**config.mk**
```make
export PLATFORM = sky130hd
export DESIGN_NAME = mem_stage
export DESIGN_NICKNAME = d
export VERILOG_FILES = /design/src/rtl/mem_stage.sv
export SDC_FILE = /design/constraint.sdc
export NUM_CORES = 1
export LEC_CHECK = 0
export ABC_AREA = 1
export CAP_MARGIN = 25
export CORE_MARGIN = 10
export CORE_UTILIZATION = 33
export CTS_CLUSTER_DIAMETER = 200
export CTS_CLUSTER_SIZE = 16
export DETAILED_ROUTE_END_ITERATION = 8
export PLACE_DENSITY_LB_ADDON = 0.12
export SYNTH_ARGS = -nofsm -noshare
export SYNTH_HDL_FRONTEND = slang
export SYNTH_SLANG_ARGS = --single-unit
```
**constraint.sdc**
```tcl
create_clock -name clk -period 10.9 [get_ports clk]
set_clock_uncertainty 0.15 [all_clocks]
set_input_delay 2.725 -clock clk [delete_from_list [all_inputs] [get_ports clk]]
set_output_delay 2.725 -clock clk [all_outputs]
set_load 0.005 [all_outputs]
```
**src/rtl/mem_stage.sv**
```systemverilog
// MEM pipeline stage: runs one handshaked data-memory access per load/store,
// stalls upstream while waiting, and writes the MEM/WB register with timeout bubbles.
module mem_stage #(
  parameter int N       = 24,
  parameter int BW      = 64,
  parameter int TIMEOUT = 16
) (
  input  logic          clk,
  input  logic          rst,
  input  logic          en,
  input  logic [BW-1:0] exMem,
  output logic [N-1:0]  memAddr,
  output logic [N-1:0]  memWdata,
  output logic          memWe,
  output logic          memReq,
  input  logic          memReady,
  input  logic [N-1:0]  memRdata,
  output logic          stall,
  output logic          memErr,
  output logic [N-1:0]  wbData,
  output logic [3:0]    wbRc,
  output logic          wbRegWrite,
  output logic          wbValid,
  output logic [N-1:0]  fwdData,
  output logic [3:0]    fwdRc,
  output logic          fwdRegWrite
);

  localparam int ALU_LO  = N + 10;
  localparam int ALU_HI  = 2 * N + 9;
  localparam int MW_BIT  = N + 6;
  localparam int MTR_BIT = N + 5;
  localparam int RW_BIT  = N + 4;
  localparam logic [7:0] WAIT_LAST = 8'(TIMEOUT - 1);

  typedef enum logic {S_IDLE, S_ACCESS} state_t;

  state_t       r_state;
  state_t       w_next;
  logic [7:0]   r_wait;
  logic [N-1:0] r_alu;
  logic [N-1:0] r_sd;
  logic [3:0]   r_rc;
  logic         r_mw;
  logic         r_mtr;
  logic         r_rw;
  logic         r_mem_err;
  logic [N-1:0] r_wb_data;
  logic [3:0]   r_wb_rc;
  logic         r_wb_rw;
  logic         r_wb_valid;

  logic [N-1:0] w_alu;
  logic [N-1:0] w_sd;
  logic [3:0]   w_rc;
  logic         w_mw;
  logic         w_mtr;
  logic         w_rw;
  logic         w_mem_op;
  logic         w_access;
  logic         w_launch;
  logic         w_done;
  logic         w_timeout;
  logic         w_unused;

  assign w_alu    = exMem[ALU_HI:ALU_LO];
  assign w_sd     = exMem[N-1:0];
  assign w_rc     = exMem[N+3:N];
  assign w_mw     = exMem[MW_BIT];
  assign w_mtr    = exMem[MTR_BIT];
  assign w_rw     = exMem[RW_BIT];
  assign w_mem_op = w_mw | w_mtr;
  assign w_access = (r_state == S_ACCESS);
  // Opcode/type and condition flags are consumed elsewhere in the pipeline.
  assign w_unused = ^{exMem[BW-1:ALU_HI+1], exMem[N+9:N+7]};

  assign fwdData     = w_alu;
  assign fwdRc       = w_rc;
  assign fwdRegWrite = w_rw & ~w_mtr;

  // NOTE: every always_comb output gets a default first so no path infers a latch.
  always_comb begin
    w_next    = r_state;
    w_launch  = 1'b0;
    w_done    = 1'b0;
    w_timeout = 1'b0;
    case (r_state)
      S_IDLE: begin
        if (en && w_mem_op) begin
          w_launch = 1'b1;
          w_next   = S_ACCESS;
        end
      end
      S_ACCESS: begin
        if (memReady) begin
          w_done = 1'b1;
          w_next = S_IDLE;
        end else if (r_wait == WAIT_LAST) begin
          w_timeout = 1'b1;
          w_next    = S_IDLE;
        end
      end
      default: w_next = S_IDLE;
    endcase
  end

  // Reset is synchronous, so the bus is also masked combinationally while rst is high.
  assign memReq   = w_access & ~rst;
  assign memAddr  = memReq ? r_alu : '0;
  assign memWdata = memReq ? r_sd : '0;
  assign memWe    = memReq & r_mw;
  assign stall    = ~rst & (w_launch | (w_access & ~memReady));

  // NOTE: sequential state uses non-blocking assignments so all registers update together.
  always_ff @(posedge clk) begin
    if (rst) begin
      r_state   <= S_IDLE;
      r_wait    <= '0;
      r_mem_err <= 1'b0;
    end else begin
      r_state   <= w_next;
      r_mem_err <= w_timeout;
      if (w_launch)
        r_wait <= '0;
      else if (w_access && !memReady && r_wait != '1)
        r_wait <= r_wait + 8'd1;
    end
  end

  // NOTE: the latched bundle is datapath only and is never observed outside ACCESS, so it has no reset.
  always_ff @(posedge clk) begin
    if (w_launch) begin
      r_alu <= w_alu;
      r_sd  <= w_sd;
      r_rc  <= w_rc;
      r_mw  <= w_mw;
      r_mtr <= w_mtr;
      r_rw  <= w_rw;
    end
  end

  always_ff @(posedge clk) begin
    if (rst) begin
      r_wb_data  <= '0;
      r_wb_rc    <= '0;
      r_wb_rw    <= 1'b0;
      r_wb_valid <= 1'b0;
    end else if (w_done) begin
      r_wb_data  <= (r_mtr && !r_mw) ? memRdata : r_alu;
      r_wb_rc    <= r_rc;
      r_wb_rw    <= r_rw & ~r_mw;
      r_wb_valid <= 1'b1;
    end else if (w_timeout) begin
      r_wb_data  <= '0;
      r_wb_rc    <= '0;
      r_wb_rw    <= 1'b0;
      r_wb_valid <= 1'b0;
    end else if (!w_access && en && !w_mem_op) begin
      r_wb_data  <= w_alu;
      r_wb_rc    <= w_rc;
      r_wb_rw    <= w_rw;
      r_wb_valid <= 1'b1;
    end
  end

  assign memErr     = r_mem_err;
  assign wbData     = r_wb_data;
  assign wbRc       = r_wb_rc;
  assign wbRegWrite = r_wb_rw;
  assign wbValid    = r_wb_valid;

endmodule

```
==> results_dict.tcl <==
set metrics [dict create \
    period_needed_ns 7.571 \
    nNetsFinal 892 \
    first_iter_violations 162 \
    syn_to_final_growth_pct 40.76 \
    ant_nets 0 \
    synthCells 654 \
    cts_max_level 3 \
    crit_chain "clkdlybuf4s50_1 > nor2_1 > inv_2 > nor2_1 > clkdlybuf4s50_1" \
    grt_max_degree 84 \
    synth_edf_count 55 \
    hold_class "flip-flop to flip-flop" \
    netlist_area_sq_um 5086 \
    worst_slew_pin_slew_ns 0.9383 \
    max-slew-margin-rel_pct 37.36 \
    hold_buffers 0 \
    drt_wl_total_um 14800 \
    cts_setup_buffers 0 \
    tns_ns 0 \
    crit_fanout 49 \
    clk_transition_reported_paths_ns 0.07 \
    finalCritPeriodShare_pct 69.46 \
    die-area_sq_um 20780 \
    ir_worst_vdd_mv 0.08993 \
    routedWlPerCell_um 14.92 \
    dp_cells 975 \
    ys_seq_area_share_pct 48.22 \
    dr.pass1.iters 4 \
    rows 45 \
    worst_path_max_delay_cell "inv_2" \
    end_kind "output pin" \
    die_x_um 144.1 \
    diodes 0 \
    cts_root_buf "clkbuf_16" \
    drive_above_1_share_pct 9.080 \
    critPathMaxStageDelay_ns 0.67 \
    grt_pass1_wl_um 23220 \
    initial_core_util_pct 33.58 \
    hold_violations 0 \
    cp.required_ns 8.03 \
    hpwlAfterDp_um 10180 \
    ys_dominant_reg_cell "edfxtp_1" \
    p_per_area_nw_per_um2 120.7 \
    tritoncts "done" \
    cts_buffers 9 \
    io_buffers 193 \
    clock_latency_ns 0.35 \
    status "finished clean" \
    cts_resized 0 \
    critPathLaunchType "input port" \
    clock.fmax_mhz 132.1 \
    synth-seq-cells 95 \
    synth_area_per_cell_sq_um 7.777 \
    core_sq_um 15150 \
    placed_area_sq_um 6859 \
    path_class "input port to output pin" \
    grt_setup_unrepaired "no" \
    cap_violations 0 \
    netlist-cell-type-count 28 \
    num_vias 4412 \
    clock_sinks 95 \
    finalSetupViolCount 0 \
    route.detailed.drc 0 \
    syn-num-nets 747 \
    grt_util_all_layers_pct 14.15 \
    drv_slew 0 \
    worstPathArrival_ns 4.70 \
    grt_overflow 0 \
    clockBufferDepth 2 \
    viasPerCell 4.448 \
    instances_no_fill 992 \
    die_height_um 144.1 \
    async_flop_share_pct 0 \
    num_io_pins 203 \
    antenna_found_initial 0 \
    yosysWarningCount 0 \
    grt_pass1_vias 4478 \
    final_area_sq_um 7159 \
    power_leakage_nw 3.186 \
    gp_congestion 0.7463 \
]
## layout by cell type, fill, tap and decap left out, drive strengths merged, types with 4 or more instances in the layout
| master | instances |
|---|---|
| a21oi | 33 |
| buf | 4 |
| nor2 | 93 |
| clkbuf | 9 |
| nand3 | 36 |
| clkinvlp | 4 |
| o21ai | 25 |
| clkinv | 11 |
| inv | 145 |
| edfxtp | 55 |
| nand2 | 120 |
| dfxtp | 40 |
| nand4 | 31 |
| clkdlybuf4s50 | 193 |
## layout make-up
class / count / area, sq um
clock inverter: 7 / 47.55
tap: 188 / 235.2
multi-input combinational: 343 / 1643
fill: 1514 / 7986
timing repair buffer: 197 / 1982
sequential: 95 / 2452
inverter: 153 / 574.3
clock buffer: 9 / 225.2
## state kept, by name (all words and copies together) (netlist names)
| name | flops |
|---|---|
| memErr | 1 |
| r_alu | 24 |
| r_mtr | 1 |
| r_mw | 1 |
| r_rc | 4 |
| r_rw | 1 |
| r_sd | 24 |
| r_state | 1 |
| r_wait | 8 |
| wbData | 24 |
| wbRc | 4 |
| wbRegWrite | 1 |
| wbValid | 1 |
## report_power, final
group / total [mW] / internal, mW / leakage [nW] / switching, mW
Sequential: 0.411 / 0.404 / 0.848 / 0.00755
Clock: 0.301 / 0.155 / 0.122 / 0.146
Combinational: 0.153 / 0.0811 / 2.22 / 0.0716
## synth_stat cells (all sizes together) (9+ instances only)
| master | number | area (sq um) |
|---|---|---|
| inv | 144 | 540.5 |
| nand2 | 120 | 455.4 |
| nor2 | 93 | 450.4 |
| edfxtp | 55 | 1652 |
| buf | 54 | 392.9 |
| dfxtp | 40 | 800.8 |
| nand3 | 36 | 180.2 |
| a21oi | 33 | 165.2 |
| nand4 | 31 | 215.2 |
| o21ai | 25 | 125.1 |
| clkbuf | 9 | 33.78 |
| clkinv | 9 | 33.78 |
## cell families after synthesis
family          Yosys count  synth area share (%)
compound gates           60                 6.003
xor+xnor                  1                0.1722
fa+ha+maj                 1                0.2460
buf+inv                 216                 19.68
flops                    95                 48.22
simple gates            281                 25.68
## stage by stage
step / hold slack, ns / worst slack [ns] / power, mW / util, %
detailed placement: 0.3303 / 3.257 / 0.5736 / 45.29
finish: 0.3381 / 3.329 / 0.8645 / 47.27
floorplan: 0.3124 / 2.376 / 0.4921 / -
global route: 0.3780 / 3.093 / 0.9093 / 47.27
global placement: 0.3214 / 3.253 / 0.5711 / 45.29
CTS: 0.3420 / 3.248 / 0.8771 / 47.09
## worst max-delay path: cells and delay by family
family                 cells  cell delay, ns
and+or+nand+nor            2            0.19
buffers and inverters      3            1.75
## metal layers
layer  vias to the layer above  wire length [um]  share of wire (%)  track usage [%]
li1                       2272                 -                  -                -
met1                      2015              6128                 41            15.97
met2                       113              7208                 49            24.03
met3                        12              1285                8.7            5.346
met4                         0               180                1.2            4.787
met5                         -                 0                  0                0
## worst paths after layout
path	start	endpoint	depth (start not counted)	slack [ns]
max	rst	memAddr[0]	5	3.33
min reg2reg	r_wait[0]	r_wait[0]	2	0.34
max reg2reg	r_wait[1]	wbData[12]	8	8.58
min	r_wait[0]	r_wait[0]	2	0.34
No activity file was read; power rests on OpenSTA's default activity.
